==> src/rtl/spi_master_ctrl.sv <==
`default_nettype none
// ============================================================================
// Module   : spi_master_ctrl
// Purpose  : SPI master, one word per valid/ready handshake, CPOL/CPHA modes.
// Revision : 1.0
// ============================================================================
module spi_master_ctrl #(
    parameter int DATA_WIDTH = 8,
    parameter int CLK_DIV    = 2,
    parameter bit CPOL       = 1'b0,
    parameter bit CPHA       = 1'b0,
    parameter bit MSB_FIRST  = 1'b1
) (
    input  logic                  clk,
    input  logic                  rst,
    input  logic [DATA_WIDTH-1:0] tx_data,
    input  logic                  tx_valid,
    output logic                  tx_ready,
    output logic [DATA_WIDTH-1:0] rx_data,
    output logic                  rx_valid,
    output logic                  busy,
    output logic                  sclk,
    output logic                  cs_n,
    output logic                  mosi,
    input  logic                  miso
);

    localparam int DIV_W = (CLK_DIV > 1) ? $clog2(CLK_DIV) : 1;
    localparam int TOG_W = $clog2(2 * DATA_WIDTH);
    localparam logic [DIV_W-1:0] DIV_LAST = DIV_W'(CLK_DIV - 1);
    localparam logic [TOG_W-1:0] TOG_LAST = TOG_W'(2 * DATA_WIDTH - 1);

    localparam logic [1:0] S_IDLE  = 2'd0;
    localparam logic [1:0] S_SETUP = 2'd1;
    localparam logic [1:0] S_SHIFT = 2'd2;
    localparam logic [1:0] S_HOLD  = 2'd3;

    logic [1:0]            state_q, state_d;
    logic [DIV_W-1:0]      div_q, div_d;
    logic [TOG_W-1:0]      tog_q, tog_d;
    logic [DATA_WIDTH-1:0] tx_sr_q, tx_sr_d;
    logic [DATA_WIDTH-1:0] rx_sr_q, rx_sr_d;
    logic [DATA_WIDTH-1:0] rx_data_q, rx_data_d;
    logic                  rx_valid_q, rx_valid_d;
    logic                  tx_ready_q, tx_ready_d;
    logic                  busy_q, busy_d;
    logic                  sclk_q, sclk_d;
    logic                  cs_n_q, cs_n_d;
    logic                  mosi_q, mosi_d;

    logic                  w_div_done;
    logic                  w_lead;

    function automatic logic out_bit(input logic [DATA_WIDTH-1:0] w);
        return MSB_FIRST ? w[DATA_WIDTH-1] : w[0];
    endfunction

    function automatic logic [DATA_WIDTH-1:0] shift_out(input logic [DATA_WIDTH-1:0] w);
        return MSB_FIRST ? {w[DATA_WIDTH-2:0], 1'b0} : {1'b0, w[DATA_WIDTH-1:1]};
    endfunction

    function automatic logic [DATA_WIDTH-1:0] shift_in(input logic [DATA_WIDTH-1:0] w,
                                                       input logic b);
        return MSB_FIRST ? {w[DATA_WIDTH-2:0], b} : {b, w[DATA_WIDTH-1:1]};
    endfunction

    assign w_div_done = (div_q == DIV_LAST);
    // Even toggle index moves sclk away from its idle level.
    assign w_lead     = ~tog_q[0];

    always_comb begin
        state_d    = state_q;
        div_d      = div_q;
        tog_d      = tog_q;
        tx_sr_d    = tx_sr_q;
        rx_sr_d    = rx_sr_q;
        rx_data_d  = rx_data_q;
        rx_valid_d = 1'b0;
        tx_ready_d = tx_ready_q;
        busy_d     = busy_q;
        sclk_d     = sclk_q;
        cs_n_d     = cs_n_q;
        mosi_d     = mosi_q;

        case (state_q)
            S_IDLE: begin
                tx_ready_d = 1'b1;
                busy_d     = 1'b0;
                cs_n_d     = 1'b1;
                sclk_d     = CPOL;
                mosi_d     = 1'b0;
                if (tx_valid && tx_ready_q) begin
                    tx_ready_d = 1'b0;
                    busy_d     = 1'b1;
                    cs_n_d     = 1'b0;
                    div_d      = '0;
                    tog_d      = '0;
                    rx_sr_d    = '0;
                    state_d    = S_SETUP;
                    if (!CPHA) begin
                        mosi_d  = out_bit(tx_data);
                        tx_sr_d = shift_out(tx_data);
                    end else begin
                        tx_sr_d = tx_data;
                    end
                end
            end
            S_SETUP: begin
                div_d = div_q + 1'b1;
                if (w_div_done) begin
                    div_d   = '0;
                    state_d = S_SHIFT;
                end
            end
            S_SHIFT: begin
                div_d = div_q + 1'b1;
                if (w_div_done) begin
                    div_d  = '0;
                    sclk_d = ~sclk_q;
                    tog_d  = tog_q + 1'b1;
                    // Sample edge is leading for CPHA=0, trailing for CPHA=1.
                    if (w_lead ^ CPHA) begin
                        rx_sr_d = shift_in(rx_sr_q, miso);
                    end else if (tog_q != TOG_LAST) begin
                        mosi_d  = out_bit(tx_sr_q);
                        tx_sr_d = shift_out(tx_sr_q);
                    end
                    if (tog_q == TOG_LAST) begin
                        tog_d   = '0;
                        state_d = S_HOLD;
                    end
                end
            end
            S_HOLD: begin
                div_d = div_q + 1'b1;
                if (w_div_done) begin
                    div_d      = '0;
                    cs_n_d     = 1'b1;
                    mosi_d     = 1'b0;
                    busy_d     = 1'b0;
                    rx_data_d  = rx_sr_q;
                    rx_valid_d = 1'b1;
                    state_d    = S_IDLE;
                end
            end
            default: state_d = S_IDLE;
        endcase
    end

    always_ff @(posedge clk) begin
        if (!rst) begin
            state_q    <= S_IDLE;
            div_q      <= '0;
            tog_q      <= '0;
            tx_sr_q    <= '0;
            rx_sr_q    <= '0;
            rx_data_q  <= '0;
            rx_valid_q <= 1'b0;
            tx_ready_q <= 1'b0;
            busy_q     <= 1'b0;
            sclk_q     <= CPOL;
            cs_n_q     <= 1'b1;
            mosi_q     <= 1'b0;
        end else begin
            state_q    <= state_d;
            div_q      <= div_d;
            tog_q      <= tog_d;
            tx_sr_q    <= tx_sr_d;
            rx_sr_q    <= rx_sr_d;
            rx_data_q  <= rx_data_d;
            rx_valid_q <= rx_valid_d;
            tx_ready_q <= tx_ready_d;
            busy_q     <= busy_d;
            sclk_q     <= sclk_d;
            cs_n_q     <= cs_n_d;
            mosi_q     <= mosi_d;
        end
    end

    assign tx_ready = tx_ready_q;
    assign rx_data  = rx_data_q;
    assign rx_valid = rx_valid_q;
    assign busy     = busy_q;
    assign sclk     = sclk_q;
    assign cs_n     = cs_n_q;
    assign mosi     = mosi_q;

endmodule
`default_nettype wire

==> config.mk <==
export PLATFORM = sky130hd
export DESIGN_NAME = spi_master_ctrl
export DESIGN_NICKNAME = d
export VERILOG_FILES = /design/src/rtl/spi_master_ctrl.sv
export SDC_FILE = /design/constraint.sdc
export NUM_CORES = 1
export LEC_CHECK = 0
export CORE_ASPECT_RATIO = 0.7
export CORE_UTILIZATION = 25
export DETAILED_ROUTE_END_ITERATION = 8
export GPL_ROUTABILITY_DRIVEN = 0
export HOLD_SLACK_MARGIN = 0.08
export PLACE_DENSITY_LB_ADDON = 0.15
export SETUP_SLACK_MARGIN = 0.15
export SLEW_MARGIN = 25
export SYNTH_ARGS = -nofsm -noshare
export SYNTH_HDL_FRONTEND = slang
export SYNTH_SLANG_ARGS = --single-unit
==> constraint.sdc <==
create_clock -name clk -period 3.3 [get_ports clk]
set_input_delay 0.33 -clock clk [delete_from_list [all_inputs] [get_ports clk]]
set_output_delay 0.33 -clock clk [all_outputs]
set_load 0.1 [all_outputs]
==> results.cfg <==
[synth]
synth_cell_type_count = 37
synth-simple-area-share = 0.186
synth_top_family_by_area = compound AO/OA/AOI/OAI gates
ys_seq_elements = 36
synth-xor-area-share = 0.00528
synth_area_per_cell_sq_um = 9.07
yosysSeqAreaShare = 0.434
synth_fa_ha_area_frac = 0.0452
syn-num-nets = 201
synth_compound_area_frac = 0.190
synthesis.area_sq_um = 1660
synth.mux.area_fraction = 0.0973
syn_inst = 183
yosysWarnings = 0

[timing]
slew_viol_final = 0
fmax_ghz = 0.452
min_period_ns = 2.21
setup-violations-final = 0
hold_viol_final = 0
fin_skew_ns = 0.00846
tightest_slew_ns = 0.969
rsz0062_at_grt = no
whs_ns = 0.457
maxSlewHeadroom = 0.352
setup_tns_ns = 0
post-route-period-util = 0.671

[routing]
avgViaCountPerCell = 4.69
totalWireLength_mm = 3.82
antenna_left = 0
vias = 1338
drt_pass1_iterations = 4
drc = 0
initialDrtViolationCount = 55
wire_per_inst_microns = 13.4

[clock_tree]
cts_inserted_buffers = 5
post_cts_buffers = 0
clkLatencyLatePin_ns = 0.29
cts_hold_buf = 0
h-tree-depth = 2
path_clk_slew_ns = 0.08
max-clock-path-buffers = 2
cts_resized = 0
cts_root_buf = clkbuf_8
cts_tree = yes
clock-sinks = 36

[status]
status = complete, no violations

[critical_path]
critPathArrivalTime_ns = 1.88
cp_top_family = buffers and inverters
crit_chain = clkdlybuf4s50_1
cp-start-kind = register
critical-path-slowest-cell = clkdlybuf4s50_1
crit_path_max_incr_delay_ns = 1.17
cp.required_ns = 2.97
path_class = reg2out
endpoint_kind = output port
cp_max_fo = 6
path_buf_inv = 1

[global_routing]
antenna_found_initial = 0
overflow = 0
gr-usage-all-layers = 0.120
grt_pass1_vias = 1277
grt_pass1_wl_mm = 6.47
grt_start_max_net_pins = 18

[layout]
multi_input_area_sq_um = 868
layout_common_cells = dfxtp_1, clkdlybuf4s50_1, a21oi_1, nor2_1, mux2i_1
fin_area_sq_um = 2060
final_common_cell = dfxtp_1
drive_gt1_frac = 0.0676
syn2layout_area_growth_pct = 24.4
fillerInstances = 697
seq_area_sq_um = 721
nets = 224
diodes = 0

[floorplan]
die_x_microns = 99.4
coreArea_sq_um = 6310
die_y_microns = 70.2
die-area_sq_um = 6970
start_util = 0.263
io_pins = 26
rows = 24

[power]
power.density_nw_per_um2 = 762
ir_worst_vdd_mv = 0.355
leakage_nw = 0.724

[placement]
postPlaceCellArea_sq_um = 1970
dp_hpwl_mm = 2.59
io_buffers = 25

[hold_path]
hp-class = reg2reg

[flow_run]
drv_cap = 0
==> cells in the mapped netlist <==
cell type,n,area [sq um]
mux2i_1,15,150
nor2_1,18,67.6
buf_2,2,10.0
nor2_2,1,6.26
a221oi_2,1,15.0
o21ai_1,1,5.00
or3b_1,1,8.76
and2_1,8,50.1
a311oi_1,7,61.3
nand2_1,11,41.3
ha_1,6,75.1
a21oi_1,22,110
nand3_1,14,70.1
a211oi_4,1,20.0
nand4_1,1,6.26
or3_1,2,12.5
nand2b_1,1,6.26
mux2_2,1,11.3
xor2_1,1,8.76
a21o_1,2,15.0
nor2b_1,1,6.26
o2bb2ai_1,1,8.76
o21ai_0,3,15.0
o31ai_1,1,7.51
a21boi_1,1,7.51
o21a_1,1,7.51
buf_4,2,15.0
a21bo_1,1,10.0
inv_1,5,18.8
a21boi_2,1,11.3
nand4b_1,1,8.76
o211a_1,1,10.0
a2111o_1,1,11.3
nor4b_1,1,8.76
clkbuf_1,7,26.3
dfxtp_1,36,721
nor3_1,3,15.0
==> final timing paths <==
path,slack (ns),from,endpoint,depth (start not counted)
min,0.46,rx_data[7],rx_data[7],2
min reg2reg,0.46,rx_data[7],rx_data[7],2
max reg2reg,1.09,state_q[0],tx_sr_q[7],6
max,1.09,tx_ready,tx_ready,1
==> stage by stage <==
| step | setup slack (ns) | power, mW | cells | utilization |
|---|---|---|---|---|
| floorplan | 1.16 | 1.11 | 183 | - |
| global placement | 1.14 | 1.24 | 277 | 0.313 |
| detailed placement | 1.05 | 1.25 | 277 | 0.313 |
| CTS | 1.05 | 1.59 | 285 | 0.327 |
| global route | 0.822 | 1.68 | 285 | 0.327 |
| finish | 1.09 | 1.57 | 285 | 0.327 |
==> metal layers <==
| layer | track usage | up-vias | part of all wire |
|---|---|---|---|
| met5 | 0 | - | 0 |
| met4 | 0.0490 | 0 | 0.015 |
| met3 | 0.0320 | 5 | 0.038 |
| met2 | 0.155 | 23 | 0.37 |
| met1 | 0.183 | 616 | 0.58 |
| li1 | - | 694 | - |
==> cell families (layout without fill, tap and decap cells) <==
logic type	after synthesis	after routing
AOI/OAI and AO/OA	45	45
xor gates and xnor gates	1	1
adders and majority gates	6	6
buffers and inverters	16	40
DFF	36	36
muxes	16	16
and+or+nand+nor	63	63
==> where the power goes <==
part	switching [mW]	leakage [nW]	total (mW)	internal [mW]
clock network	0.171	0.0445	0.341	0.170
registers	0.0550	0.292	0.544	0.489
logic	0.438	0.387	0.689	0.251
==> final cells by class <==
type                    count  share of cell area
inverters                   5             0.00909
flip-flops and latches     36               0.349
clock inverters             1             0.00364
repair buffers             27               0.128
clock buffers               7              0.0418
well taps                  78              0.0473
multi-input cells         131               0.421
==> registers in the layout (all words and copies together), names as in the netlist, 2 cells and up <==
signal   count
rx_sr_q      8
rx_data      8
tx_sr_q      7
state_q      2
tog_q        4
Note: power is estimated with default switching activity, not from simulation.
